==> src/rtl/bht_gshare_if.sv <==
// -----------------------------------------------------------------------------
// bht_gshare_if
// Bundles the lookup, update and statistics signals of the branch predictor.
//
//   Lookup (IF stage):  lk_valid, lk_pc
//                       pred_hit, pred_taken, pred_target, pred_ghr
//   Update (EX stage):  upd_valid, upd_pc, upd_ghr, upd_taken,
//                       upd_target, upd_mispredict
//   Statistics:         stat_updates, stat_mispredicts
//
// master : the pipeline side (drives lookups and resolutions)
// slave  : the predictor side
// -----------------------------------------------------------------------------
interface bht_gshare_if #(
  parameter int ADDR_W = 32,
  parameter int GHR_W  = 4
);
  logic              lk_valid;
  logic [ADDR_W-1:0] lk_pc;
  logic              pred_hit;
  logic              pred_taken;
  logic [ADDR_W-1:0] pred_target;
  logic [GHR_W-1:0]  pred_ghr;

  logic              upd_valid;
  logic [ADDR_W-1:0] upd_pc;
  logic [GHR_W-1:0]  upd_ghr;
  logic              upd_taken;
  logic [ADDR_W-1:0] upd_target;
  logic              upd_mispredict;

  logic [31:0]       stat_updates;
  logic [31:0]       stat_mispredicts;

  modport master (
    output lk_valid, lk_pc,
    output upd_valid, upd_pc, upd_ghr, upd_taken, upd_target, upd_mispredict,
    input  pred_hit, pred_taken, pred_target, pred_ghr,
    input  stat_updates, stat_mispredicts
  );

  modport slave (
    input  lk_valid, lk_pc,
    input  upd_valid, upd_pc, upd_ghr, upd_taken, upd_target, upd_mispredict,
    output pred_hit, pred_taken, pred_target, pred_ghr,
    output stat_updates, stat_mispredicts
  );
endinterface

==> src/rtl/bht_gshare.sv <==
// -----------------------------------------------------------------------------
// bht_gshare
// Tagged branch target buffer with saturating direction counters and an
// optional gshare index. A speculative global history register (GHR) is
// shifted on every predicted hit and repaired from the snapshot carried with
// a mispredicted branch.
//
// Ports:
//   clk  - clock, all state changes on the rising edge
//   rst  - asynchronous active-high reset
//   bus  - bht_gshare_if.slave: IF-stage lookup, EX-stage update, statistics
//
// Optional feature macro: BHT_GSHARE_STATS_EN
//   defined   -> stat_updates / stat_mispredicts count update / mispredict edges
//   undefined -> both statistics outputs are constant 0 (no counter flops)
//
// Requires CTR_W >= 2 and 2 <= GHR_W <= IDX_W.
// -----------------------------------------------------------------------------
module bht_gshare #(
  parameter int ADDR_W = 32,
  parameter int IDX_W  = 4,
  parameter int TAG_W  = 8,
  parameter int CTR_W  = 2,
  parameter int GHR_W  = 4,
  parameter int GSHARE = 1
) (
  input logic       clk,
  input logic       rst,
  bht_gshare_if.slave bus
);

  localparam int DEPTH = 1 << IDX_W;

  localparam logic [CTR_W-1:0] CTR_MAX = {CTR_W{1'b1}};
  localparam logic [CTR_W-1:0] CTR_WNT = {1'b0, {(CTR_W-1){1'b1}}};
  localparam logic [CTR_W-1:0] CTR_WT  = {1'b1, {(CTR_W-1){1'b0}}};

  // Table state. Every entry is cleared on reset, so the arrays are flops.
  logic              valid_q [DEPTH];
  logic [TAG_W-1:0]  tag_q   [DEPTH];
  logic [CTR_W-1:0]  ctr_q   [DEPTH];
  logic [ADDR_W-1:0] tgt_q   [DEPTH];

  logic [GHR_W-1:0]  ghr_q;
  logic [GHR_W-1:0]  ghr_d;

  // Word-aligned PC index, optionally folded with history.
  function automatic logic [IDX_W-1:0] make_idx(input logic [ADDR_W-1:0] pc,
                                                input logic [GHR_W-1:0]  ghr);
    logic [IDX_W-1:0] pidx;
    pidx = pc[IDX_W+1:2];
    if (GSHARE != 0) return pidx ^ IDX_W'(ghr);
    else             return pidx;
  endfunction

  // ---------------------------------------------------------------------------
  // Lookup: purely combinational on the current (pre-edge) table contents,
  // which gives read-before-write against a same-cycle update.
  // ---------------------------------------------------------------------------
  logic [IDX_W-1:0] lk_idx;
  logic [TAG_W-1:0] lk_tag;
  logic             lk_hit;
  logic             lk_taken;

  assign lk_idx   = make_idx(bus.lk_pc, ghr_q);
  assign lk_tag   = bus.lk_pc[IDX_W+TAG_W+1:IDX_W+2];
  assign lk_hit   = bus.lk_valid & valid_q[lk_idx] & (tag_q[lk_idx] == lk_tag);
  assign lk_taken = lk_hit & ctr_q[lk_idx][CTR_W-1];

  assign bus.pred_hit    = lk_hit;
  assign bus.pred_taken  = lk_taken;
  assign bus.pred_target = lk_hit ? tgt_q[lk_idx] : '0;
  assign bus.pred_ghr    = ghr_q;

  // ---------------------------------------------------------------------------
  // Update decode: indexed with the history the branch was predicted under.
  // ---------------------------------------------------------------------------
  logic [IDX_W-1:0] upd_idx;
  logic [TAG_W-1:0] upd_tag;
  logic             upd_hit;
  logic [CTR_W-1:0] upd_ctr_cur;
  logic [CTR_W-1:0] upd_ctr_next;

  assign upd_idx     = make_idx(bus.upd_pc, bus.upd_ghr);
  assign upd_tag     = bus.upd_pc[IDX_W+TAG_W+1:IDX_W+2];
  assign upd_hit     = bus.upd_valid & valid_q[upd_idx] & (tag_q[upd_idx] == upd_tag);
  assign upd_ctr_cur = ctr_q[upd_idx];

  // Saturating step; never wraps at either end.
  always_comb begin
    upd_ctr_next = upd_ctr_cur;
    if (bus.upd_taken) begin
      if (upd_ctr_cur != CTR_MAX) upd_ctr_next = upd_ctr_cur + CTR_W'(1);
    end else begin
      if (upd_ctr_cur != '0)      upd_ctr_next = upd_ctr_cur - CTR_W'(1);
    end
  end

  // GHR: a mispredict repair rebuilds history from the branch's snapshot plus
  // its real outcome, and overrides any speculative shift on the same edge.
  always_comb begin
    ghr_d = ghr_q;
    if (bus.upd_valid & bus.upd_mispredict)
      ghr_d = {bus.upd_ghr[GHR_W-2:0], bus.upd_taken};
    else if (lk_hit)
      ghr_d = {ghr_q[GHR_W-2:0], lk_taken};
  end

  always_ff @(posedge clk or posedge rst) begin
    if (rst) begin
      ghr_q <= '0;
      for (int i = 0; i < DEPTH; i++) begin
        valid_q[i] <= 1'b0;
        tag_q[i]   <= '0;
        ctr_q[i]   <= CTR_WNT;
        tgt_q[i]   <= '0;
      end
    end else begin
      ghr_q <= ghr_d;
      if (upd_hit) begin
        ctr_q[upd_idx] <= upd_ctr_next;
        if (bus.upd_taken) tgt_q[upd_idx] <= bus.upd_target;
      end else if (bus.upd_valid & bus.upd_taken) begin
        // Allocate on a taken miss; the previous occupant is simply replaced.
        valid_q[upd_idx] <= 1'b1;
        tag_q[upd_idx]   <= upd_tag;
        tgt_q[upd_idx]   <= bus.upd_target;
        ctr_q[upd_idx]   <= CTR_WT;
      end
    end
  end

  // ---------------------------------------------------------------------------
  // Statistics
  // ---------------------------------------------------------------------------
`ifdef BHT_GSHARE_STATS_EN
  logic [31:0] stat_upd_q;
  logic [31:0] stat_mis_q;

  always_ff @(posedge clk or posedge rst) begin
    if (rst) begin
      stat_upd_q <= '0;
      stat_mis_q <= '0;
    end else if (bus.upd_valid) begin
      stat_upd_q <= stat_upd_q + 32'd1;
      if (bus.upd_mispredict) stat_mis_q <= stat_mis_q + 32'd1;
    end
  end

  assign bus.stat_updates     = stat_upd_q;
  assign bus.stat_mispredicts = stat_mis_q;
`else
  assign bus.stat_updates     = 32'd0;
  assign bus.stat_mispredicts = 32'd0;
`endif

  // PC bits outside the index/tag fields carry no information for the table.
  logic unused_pc_bits;
  assign unused_pc_bits = ^{bus.lk_pc[1:0],  bus.lk_pc[ADDR_W-1:IDX_W+TAG_W+2],
                            bus.upd_pc[1:0], bus.upd_pc[ADDR_W-1:IDX_W+TAG_W+2]};

endmodule
==> src/flat_wrapper.sv <==
// flat-port wrapper written by rule: the top's interface ports become plain ports
module bht_gshare_flat 
#(
  parameter int ADDR_W = 32,
  parameter int IDX_W  = 4,
  parameter int TAG_W  = 8,
  parameter int CTR_W  = 2,
  parameter int GHR_W  = 4,
  parameter int GSHARE = 1
)
  (clk, rst, bus_lk_valid, bus_lk_pc, bus_upd_valid, bus_upd_pc, bus_upd_ghr, bus_upd_taken, bus_upd_target, bus_upd_mispredict, bus_pred_hit, bus_pred_taken, bus_pred_target, bus_pred_ghr, bus_stat_updates, bus_stat_mispredicts);
  bht_gshare_if #(.ADDR_W(ADDR_W), .GHR_W(GHR_W)) bus_i ();
  input logic clk;
  input logic rst;
  input wire logic [$bits(bus_i.lk_valid)-1:0] bus_lk_valid;
  input wire logic [$bits(bus_i.lk_pc)-1:0] bus_lk_pc;
  input wire logic [$bits(bus_i.upd_valid)-1:0] bus_upd_valid;
  input wire logic [$bits(bus_i.upd_pc)-1:0] bus_upd_pc;
  input wire logic [$bits(bus_i.upd_ghr)-1:0] bus_upd_ghr;
  input wire logic [$bits(bus_i.upd_taken)-1:0] bus_upd_taken;
  input wire logic [$bits(bus_i.upd_target)-1:0] bus_upd_target;
  input wire logic [$bits(bus_i.upd_mispredict)-1:0] bus_upd_mispredict;
  output wire logic [$bits(bus_i.pred_hit)-1:0] bus_pred_hit;
  output wire logic [$bits(bus_i.pred_taken)-1:0] bus_pred_taken;
  output wire logic [$bits(bus_i.pred_target)-1:0] bus_pred_target;
  output wire logic [$bits(bus_i.pred_ghr)-1:0] bus_pred_ghr;
  output wire logic [$bits(bus_i.stat_updates)-1:0] bus_stat_updates;
  output wire logic [$bits(bus_i.stat_mispredicts)-1:0] bus_stat_mispredicts;
  assign bus_i.lk_valid = bus_lk_valid;
  assign bus_i.lk_pc = bus_lk_pc;
  assign bus_i.upd_valid = bus_upd_valid;
  assign bus_i.upd_pc = bus_upd_pc;
  assign bus_i.upd_ghr = bus_upd_ghr;
  assign bus_i.upd_taken = bus_upd_taken;
  assign bus_i.upd_target = bus_upd_target;
  assign bus_i.upd_mispredict = bus_upd_mispredict;
  assign bus_pred_hit = bus_i.pred_hit;
  assign bus_pred_taken = bus_i.pred_taken;
  assign bus_pred_target = bus_i.pred_target;
  assign bus_pred_ghr = bus_i.pred_ghr;
  assign bus_stat_updates = bus_i.stat_updates;
  assign bus_stat_mispredicts = bus_i.stat_mispredicts;
  bht_gshare #(.ADDR_W(ADDR_W), .IDX_W(IDX_W), .TAG_W(TAG_W), .CTR_W(CTR_W), .GHR_W(GHR_W), .GSHARE(GSHARE)) u_core (.clk(clk), .rst(rst), .bus(bus_i));
endmodule
==> config.mk <==
export PLATFORM = sky130hd
export DESIGN_NAME = bht_gshare_flat
export DESIGN_NICKNAME = d
export VERILOG_FILES = /design/src/rtl/bht_gshare_if.sv /design/src/rtl/bht_gshare.sv /design/src/flat_wrapper.sv
export SDC_FILE = /design/constraint.sdc
export NUM_CORES = 2
export LEC_CHECK = 0
export CAP_MARGIN = 20
export CORE_UTILIZATION = 56
export CTS_BUF_LIST = sky130_fd_sc_hd__clkbuf_8
export CTS_CLUSTER_SIZE = 12
export DETAILED_ROUTE_END_ITERATION = 12
export GPL_TIMING_DRIVEN = 0
export MAX_ROUTING_LAYER = met4
export PLACE_DENSITY_LB_ADDON = 0.3
export SLEW_MARGIN = 20
export SYNTH_ARGS = -nofsm -noshare
export SYNTH_HDL_FRONTEND = slang
export SYNTH_SLANG_ARGS = --single-unit
==> constraint.sdc <==
create_clock -name clk -period 21.5 [get_ports clk]
set_clock_uncertainty 0.15 [all_clocks]
set_input_delay 2.15 -clock clk [delete_from_list [all_inputs] [get_ports clk]]
set_output_delay 2.15 -clock clk [all_outputs]
set_load 0.05 [all_outputs]
==> impl_results.md <==
* Nets at 2,628
* Multi-input logic area at 15,630 µm²
* Worst hold stages at 1
* Period utilisation layout at 47.64%
* Vias in the first global route at 22,850
* Pins Over Slew Limit at 0
* H-tree levels at 3
* Initial drt markers at 1,809
* Clock Path Buffers at 3
* Post-DR wirelength/cell at 26.14 µm
* Initial Util at 56.53%
* MaxCap Viol Count at 0
* IO Count at 208
* RSZ-0062 raised after global routing: false
* Cell area power density at 108.7 nW/µm²
* TNS Setup at 0 ns
* Finished Cell Area at 39,070 µm²
* Crit-path cells: clkdlybuf4s50_1, xor2_2, buf_2, buf_1, mux4_2, mux2i_1, xor2_1, a31o_2, and4b_1, clkbuf_1, and2_1, clkdlybuf4s50_1
* CP max-delay cell: clkdlybuf4s50_1
* Data arrival, critical path at 7.94 ns
* Hold Buf Count CTS at 0
* Peak VDD IR at 70.26 µV
* Synthesis-stage register bit count at 692
* Placed cell area at 36,720 µm²
* Die Y at 248.6 µm
* CTS tree: yes
* Core Region at 60,250 µm²
* Final setup fails at 0
* Die width at 248.6 µm
* Hpwl dp at 60,370 µm
* Pleak at 17.34 nW
* Worst Setup Start Kind: input pin
* Vias at 21,160
* Slew HR at 23.98%
* Crit. End Element: output port
* Post-synth ARST share at 100.0%
* Worst Reg-to-Reg Cells at 12
* Post-Route WL at 88,830 µm
* Syn Inst Count at 2,224
* Postcts setup bufs at 0
* Port bufs at 96
* Critical Path RT at 19.20 ns
* Most frequent CP cell: clkdlybuf4s50_1
* Synth warnings at 0
* Final worst path period need at 10.24 ns
* Die ar. at 61,800 µm²
* Critical path's largest stage delay at 0.82 ns
* Worst-Skew Late Latency at 0.74 ns
* Yosys cell types at 54
* Clock Pin Slew Worst Setup and Hold Paths at 0.06 ns
* Antenna-violating nets left at 0
* Syn Area/Cell at 15.31 µm²
* Initial antenna violation count at 2
* Synthesis-to-finish area growth at 14.74%
* Outcome: completed
* Maximum number of pins on one net before global-route repair at 38
* Sequential area share after synthesis at 50.91%
* First-pass GRT wire length at 138,800 µm
* Layout cells sized above 1 at 46.27%
* Slew @ Worst Pin at 1.136 ns
* EDFF count, synth at 0
* Worst setup path class: in2out
* Register area at 17,340 µm²
* Number of buffers created by CTS at 113
* Worst Hold Class: reg2reg
* Crit-path max FO at 10
* Fillers at 4,282
* Max Fclk at 97.63 MHz
* GP Congestion at 0.9288
* Root buffer cell: clkbuf_8
* Drt first pass iters at 5
* DRC at 0
* Final hold viol count at 0
* Vias/cell at 6.228
* Post-cts sizing count at 0
* Num Clock Sinks at 692
* Tot GR Track Use at 30.65%
* Post-Syn Area at 34,050 µm²
* # rows at 90
* Overflow after GRT at 0
* Main synth FF type: dfrtp_1
-- placed cells by master, fill, tap and decap left out, drive strengths merged, types with 21 or more instances in the layout --
cell type,netlist,routed
and2,34,34
buf,102,125
clkbuf,134,283
clkdlybuf4s50,0,96
conb,1,64
dfrtp,676,676
inv,36,81
mux2,640,640
mux4,243,243
nand2,40,40
nand2b,33,33
nor2,64,64
o31ai,21,21
-- layer usage --
layer | vias to the layer above | track usage (%) | wire length (µm)
li1 | 8831 | - | -
met1 | 11230 | 40.32 | 36390
met2 | 869 | 46.99 | 42770
met3 | 235 | 5.831 | 6179
met4 | 0 | 13.26 | 3495
met5 | - | - | 0
-- metrics by stage --
step                      cells  power [W]  setup WS [ns]  hold slack [ns]  util [%]
after floorplan            2287   0.002768          9.743           0.2961         -
after CTS                  3395   0.004266          11.34           0.3409     64.84
after global placement     3165   0.003003          6.304           0.3184     60.14
after detailed placement   3189   0.003090          11.35           0.3192     60.95
after global routing       3397   0.004446          11.16           0.3568     64.85
final                      3398   0.004247          11.26           0.3405     64.86
-- sequential cells by signal, summed over array words and instances (netlist names) --
register             count
u_core.tgt_q           512
u_core.tag_q           128
u_core.ctr_q            32
u_core.valid_q          16
u_core.bus.pred_ghr      4
-- synthesized netlist by cell type (3+ instances only) --
cell type / number / share of area [%]
nor2_1: 64 / 0.71
o31ai_1: 5 / 0.11
buf_2: 22 / 0.32
dfstp_2: 16 / 1.2
or4_1: 3 / 0.066
and3_1: 3 / 0.055
buf_4: 69 / 1.5
clkbuf_1: 134 / 1.5
a41oi_1: 16 / 0.41
mux4_2: 243 / 16
a22oi_1: 9 / 0.20
o21ai_0: 17 / 0.25
nor3_1: 3 / 0.044
mux2_4: 8 / 0.35
o31ai_4: 16 / 1.0
inv_1: 36 / 0.40
xnor2_1: 19 / 0.49
a31oi_1: 5 / 0.092
buf_1: 8 / 0.088
nor4_1: 3 / 0.055
nand3_1: 14 / 0.21
and2_1: 34 / 0.62
a21oi_1: 3 / 0.044
nand2_1: 40 / 0.44
nand4_1: 6 / 0.11
buf_6: 3 / 0.099
xor2_1: 15 / 0.39
o41a_1: 18 / 0.60
dfrtp_1: 676 / 50
nand2b_1: 33 / 0.61
mux2_2: 630 / 21
mux2i_1: 10 / 0.29
o21a_1: 17 / 0.37
-- cell type report --
| class | count | area share, % |
|---|---|---|
| inverter | 36 | 0.3554 |
| sequential | 692 | 44.37 |
| antenna | 3 | 0.01921 |
| buffer | 236 | 3.071 |
| clock buffer | 148 | 5.213 |
| tap | 782 | 2.504 |
| timing repair buffer | 120 | 3.673 |
| multi-input combinational | 1323 | 40.01 |
| clock inverter | 58 | 0.7814 |
-- cell families after synthesis --
logic type / after synthesis / synth area share, %
other cells: 1 / 0.01101
compound gates: 120 / 3.461
mux: 893 / 37.62
fa+ha+maj: 1 / 0.02939
simple gates: 209 / 3.097
flops: 692 / 50.91
buf+inv: 272 / 3.906
xor+xnor: 36 / 0.9700
-- worst paths after layout --
path / startpoint / end / slack (ns)
setup / recovery: bus_lk_pc[4] / bus_pred_target[15] / 11.26
hold / removal: u_core.valid_q[13]$_DFFE_PP0P_ / u_core.valid_q[13]$_DFFE_PP0P_ / 0.34
setup reg to reg: u_core.bus.pred_ghr[1]$_DFFE_PP0P_ / u_core.bus.pred_ghr[0]$_DFFE_PP0P_ / 16.58
hold reg to reg: u_core.valid_q[13]$_DFFE_PP0P_ / u_core.valid_q[13]$_DFFE_PP0P_ / 0.34
max in group asynchronous: rst / u_core.tgt_q[57]$_DFFE_PP0P_ / 17.19
min in group asynchronous: rst / u_core.bus.pred_ghr[2]$_DFFE_PP0P_ / 1.71
-- worst max-delay path: cells and delay by family --
kind	cells	cell delay, ns
buffers and inverters	5	3.11
xor gates and xnor gates	2	1.01
and+or+nand+nor	2	0.83
muxes	2	0.63
AOI/OAI and AO/OA	1	0.20
-- where the power goes --
| part | switching (W) | total, W | internal [W] |
|---|---|---|---|
| registers | 0.000217 | 0.00190 | 0.00169 |
| clock network | 0.000536 | 0.00117 | 0.000637 |
| logic | 0.000494 | 0.00117 | 0.000676 |
No activity file was read; power rests on OpenSTA's default activity.
